## config.mk

```make
export PLATFORM = sky130hd
export DESIGN_NAME = w_clk_module
export DESIGN_NICKNAME = d
export VERILOG_FILES = /design/src/rtl/w_clk_module.sv
export SDC_FILE = /design/constraint.sdc
export NUM_CORES = 1
export LEC_CHECK = 0
export CELL_PAD_IN_SITES_DETAIL_PLACEMENT = 1
export CELL_PAD_IN_SITES_GLOBAL_PLACEMENT = 2
export CORE_UTILIZATION = 33
export CTS_CLUSTER_SIZE = 10
export DETAILED_ROUTE_END_ITERATION = 8
export GPL_TIMING_DRIVEN = 1
export PLACE_DENSITY = 0.86
export SLEW_MARGIN = 20
export SYNTH_ARGS = -nofsm -noshare
export SYNTH_HDL_FRONTEND = slang
export SYNTH_SLANG_ARGS = --single-unit
```

## constraint.sdc

```tcl
create_clock -name w_clk -period 4.9 [get_ports w_clk]
set_clock_uncertainty 0.15 [all_clocks]
set_input_delay 0.735 -clock w_clk [delete_from_list [all_inputs] [get_ports w_clk]]
set_output_delay 0.735 -clock w_clk [all_outputs]
set_load 0.01 [all_outputs]
```

## src/rtl/w_clk_module.sv

```systemverilog
// Write-side pointer and flag logic for the dual-clock FIFO: binary/Gray write pointer,
// read-pointer synchroniser, and registered full / almost-full / level. Optional W_OVERFLOW_DETECT_EN.
module w_clk_module #(
    parameter int ADDRESS_SIZE       = 4,
    parameter int ALMOST_FULL_THRESH = 2**ADDRESS_SIZE - 2
) (
    input  logic                    w_clk,
    input  logic                    wrst,
    input  logic                    w_en,
    input  logic [ADDRESS_SIZE:0]   r_ptr,
    output logic [ADDRESS_SIZE:0]   w_ptr,
    output logic [ADDRESS_SIZE-1:0] w_addr,
    output logic                    w_full,
    output logic                    w_almost_full,
    output logic [ADDRESS_SIZE:0]   w_level,
    output logic                    w_overflow
);

    localparam int A = ADDRESS_SIZE;
    localparam logic [A:0] AF_THRESH = (A+1)'(ALMOST_FULL_THRESH);

    logic [A:0] w_bin_reg;
    logic [A:0] w_ptr_reg;
    logic [A:0] wq1_rptr_reg;
    logic [A:0] wq2_rptr_reg;
    logic       w_full_reg;
    logic       w_almost_full_reg;
    logic [A:0] w_level_reg;

    logic       w_inc;
    logic [A:0] w_bnext;
    logic [A:0] w_gnext;
    logic [A:0] wq2_rbin;
    logic [A:0] level_next;
    logic       full_next;
    logic       almost_full_next;

    // Gray-to-binary: each binary bit is the XOR of all Gray bits at or above it.
    genvar gi;
    generate
        for (gi = 0; gi <= A; gi++) begin : g_gray2bin
            assign wq2_rbin[gi] = ^wq2_rptr_reg[A:gi];
        end
    endgenerate

    assign w_inc            = w_en & ~w_full_reg;
    assign w_bnext          = w_bin_reg + (A+1)'(w_inc);
    assign w_gnext          = w_bnext ^ (w_bnext >> 1);
    assign level_next       = w_bnext - wq2_rbin;
    // Full when the next write pointer is exactly one lap ahead of the synchronised read pointer.
    assign full_next        = (w_gnext == {~wq2_rptr_reg[A:A-1], wq2_rptr_reg[A-2:0]});
    assign almost_full_next = (level_next >= AF_THRESH);

    always_ff @(posedge w_clk) begin
        if (wrst) begin
            w_bin_reg         <= '0;
            w_ptr_reg         <= '0;
            wq1_rptr_reg      <= '0;
            wq2_rptr_reg      <= '0;
            w_full_reg        <= 1'b0;
            w_almost_full_reg <= 1'b0;
            w_level_reg       <= '0;
        end else begin
            w_bin_reg         <= w_bnext;
            w_ptr_reg         <= w_gnext;
            wq1_rptr_reg      <= r_ptr;
            wq2_rptr_reg      <= wq1_rptr_reg;
            w_full_reg        <= full_next;
            w_almost_full_reg <= almost_full_next;
            w_level_reg       <= level_next;
        end
    end

`ifdef W_OVERFLOW_DETECT_EN
    logic w_overflow_reg;

    // Sticky until reset: any write attempt against a full FIFO is recorded.
    always_ff @(posedge w_clk) begin
        if (wrst) begin
            w_overflow_reg <= 1'b0;
        end else if (w_en && w_full_reg) begin
            w_overflow_reg <= 1'b1;
        end
    end

    assign w_overflow = w_overflow_reg;
`else
    assign w_overflow = 1'b0;
`endif

    assign w_ptr         = w_ptr_reg;
    assign w_addr        = w_bin_reg[A-1:0];
    assign w_full        = w_full_reg;
    assign w_almost_full = w_almost_full_reg;
    assign w_level       = w_level_reg;

endmodule

```

==> flow_summary.toml <==
[status]
status = "completed"

[synth]
yosysWarningCount = 0
synth-xor-area-share_pct = 19.4
synth.distinct_cells = 29
synth_flop_cell = "dfxtp_1"
synth_top_area_share_pct = 47.0
synth_fa_ha_area_share_pct = 7.45
synth_top_family_by_area = "XOR/XNOR gates"
synth-edff-count = 0
yosys.area_share.simple_pct = 16.4
synth.avg_cell_area_um2 = 10.7
synth_cells = 104
yosysTopAreaCell = "dfxtp_1"
synth_nets = 118
ys_seq_elements = 26
synth_area_um2 = 1110
netlist_top_cells_area = "dfxtp_1 (47%), xnor2_1 (7.9%), nor2b_1 (6.8%)"
synth_compound_area_share_pct = 5.53
ys_seq_area_share_pct = 47.0
async_flop_share_pct = 0
synth_mux_area_share_pct = 0.903

[global_routing]
antenna_found_initial = 0
grt-ovfl-total = 0
grt_max_degree = 27
grt_pass1_wl_um = 3360
grt_pass1_vias = 745
track_usage_pct = 13.1

[placement]
dp_hpwl_um = 1510
place.gp.congestion = 0.740
io_buffers = 23
place_area_um2 = 1380
dp_slack_ns = 1.63

[timing]
timing.final.crit_share_pct = 59.5
finalHoldViolCount = 0
layout_setup_ws_ns = 1.98
final.setup.tns_ns = 0
grt_setup_unrepaired = "no"
clock.fmax_ghz = 0.343
setup_viol = 0
min_period_ns = 2.92
tightest_slew_ns = 0.862
relSlewSlack_pct = 42.4
drv_slew = 0

[clock_tree]
post_cts_buffers = 0
clk_root_buffer_cell = "clkbuf_4"
cts_tree = "built"
clk_latency_ns = 0.32
htree_levels = 1
clk_path_buf_depth = 2
cts.reportedPaths.clkPinSlew_ns = 0.13
numCtsBuffers = 3
cts_hold_buf = 0
cts-resized-gates = 0
cts_num_sinks = 26

[run]
maxCapViolCount = 0

[detailed_routing]
ant_nets = 0
dr.pass1.iters = 2
wl_um = 1920
vias = 752
drc = 0
first_iter_violations = 18
routedWlPerCell_um = 11.1
viasPerCell = 4.37

[layout]
seq_area_um2 = 520
area_growth_pct = 27.7
antenna_cells = 0
multi_input_area_um2 = 554
stdcell_area_um2 = 1420
nets = 143
utilization_pct = 45.2
fillers = 372
layout-drive-gt1-share_pct = 7.03

[setup_path]
end_kind = "register"
start_kind = "register"
reg2reg_depth = 9
r2r_setup_slack_ns = 1.98
critPathLaunch = "wq2_rptr_reg[4]"
arrival_ns = 2.95
r2r_end = "w_almost_full"
worstPathRequired_ns = 4.93
crit_end = "w_almost_full"
worstSetupPathType = "reg2reg"
crit_path_max_fanout = 3
reg2reg_from = "wq2_rptr_reg[4]"

[power_and_ir_drop]
p_per_area_nw_per_um2 = 329
vdd_drop_max_uv = 120
power_w = 0.000466
p_leak_nw = 0.573

[die]
initial_core_util_pct = 35.4
dieArea_um2 = 3600
die-width_um = 60.0
std_cell_rows = 20
die_h_um = 60.0
core_area_um2 = 3130
io-pin-count = 25

[min_path]
hold_path.class = "reg2reg"
-- worst max-delay path: stages, from the launching register on --
cell and delay (ns):
dfxtp_1 0.41, xnor3_1 0.48, xor2_1 0.32, xnor2_1 0.12
ha_1 0.23, fa_1 0.43, nand2b_1 0.16, o21ai_0 0.19
xnor2_1 0.17, o32ai_1 0.11
-- power breakdown --
part	leakage (nW)	total (W)	internal, W	switching (W)
combinational	0.338	0.000121	0.0000662	0.0000550
clock	0.0210	0.000106	0.0000455	0.0000604
sequential	0.214	0.000239	0.000231	0.00000777
-- how the worst min path moves through the flow --
stage                    start              end  slack, ns  cells past startpoint
2_1_floorplan  wq1_rptr_reg[0]  wq2_rptr_reg[0]       0.26                      1
3_3_place_gp   wq1_rptr_reg[1]  wq2_rptr_reg[1]       0.27                      1
3_5_place_dp   wq1_rptr_reg[2]  wq2_rptr_reg[2]       0.28                      1
4_1_cts        wq1_rptr_reg[4]  wq2_rptr_reg[4]       0.31                      1
5_1_grt        wq1_rptr_reg[4]  wq2_rptr_reg[4]       0.33                      1
6_report       wq1_rptr_reg[4]  wq2_rptr_reg[4]       0.30                      1
-- layer usage --
layer  part of all wire (%)  vias to the layer above  track usage [%]
met4                    2.3                        0             6.98
met3                    3.7                        4             3.25
met5                      0                        -                0
met1                     44                      353             15.2
met2                     50                       18             22.2
li1                       -                      377                -
-- cells by family after synthesis --
family	count (synthesis)
AO/OA/AOI/OAI	8
XOR/XNOR	20
adder cells (fa/ha/maj)	6
buffers and inverters	8
flip-flops	26
multiplexers	1
other	1
AND/OR/NAND/NOR	34
-- synth_stat cells (all sizes together) (2+ instances only) --
master	number
xnor2	11
o21ai	2
nand2b	2
nand3	2
ha	5
inv	5
nor2	13
xor2	8
a21oi	2
dfxtp	26
clkbuf	2
nor2b	12
-- cell type report --
type / instances / share of cell area (%)
multi-input cells: 70 / 39.2
clock buffers: 4 / 2.56
flip-flops and latches: 26 / 36.8
repair buffers: 23 / 16.3
well taps: 44 / 3.89
inverters: 5 / 1.33
-- stage by stage --
stage / std cells / hold slack, ns
floorplan: 104 / 0.264
detailed placement: 168 / 0.280
global placement: 168 / 0.270
finish: 172 / 0.304
global route: 172 / 0.326
CTS: 172 / 0.309
-- placed cells by master, fill, tap and decap left out, types with 2 or more instances in the layout --
| master | synthesis | final |
|---|---|---|
| a21oi_1 | 2 | 2 |
| clkbuf_4 | 0 | 3 |
| clkdlybuf4s50_1 | 0 | 23 |
| dfxtp_1 | 26 | 26 |
| ha_1 | 5 | 5 |
| inv_1 | 5 | 5 |
| nand2b_1 | 2 | 2 |
| nand3_1 | 2 | 2 |
| nor2_1 | 13 | 13 |
| nor2b_1 | 12 | 12 |
| xnor2_1 | 10 | 10 |
| xor2_1 | 7 | 7 |
No activity file was read; power rests on OpenSTA's default activity.
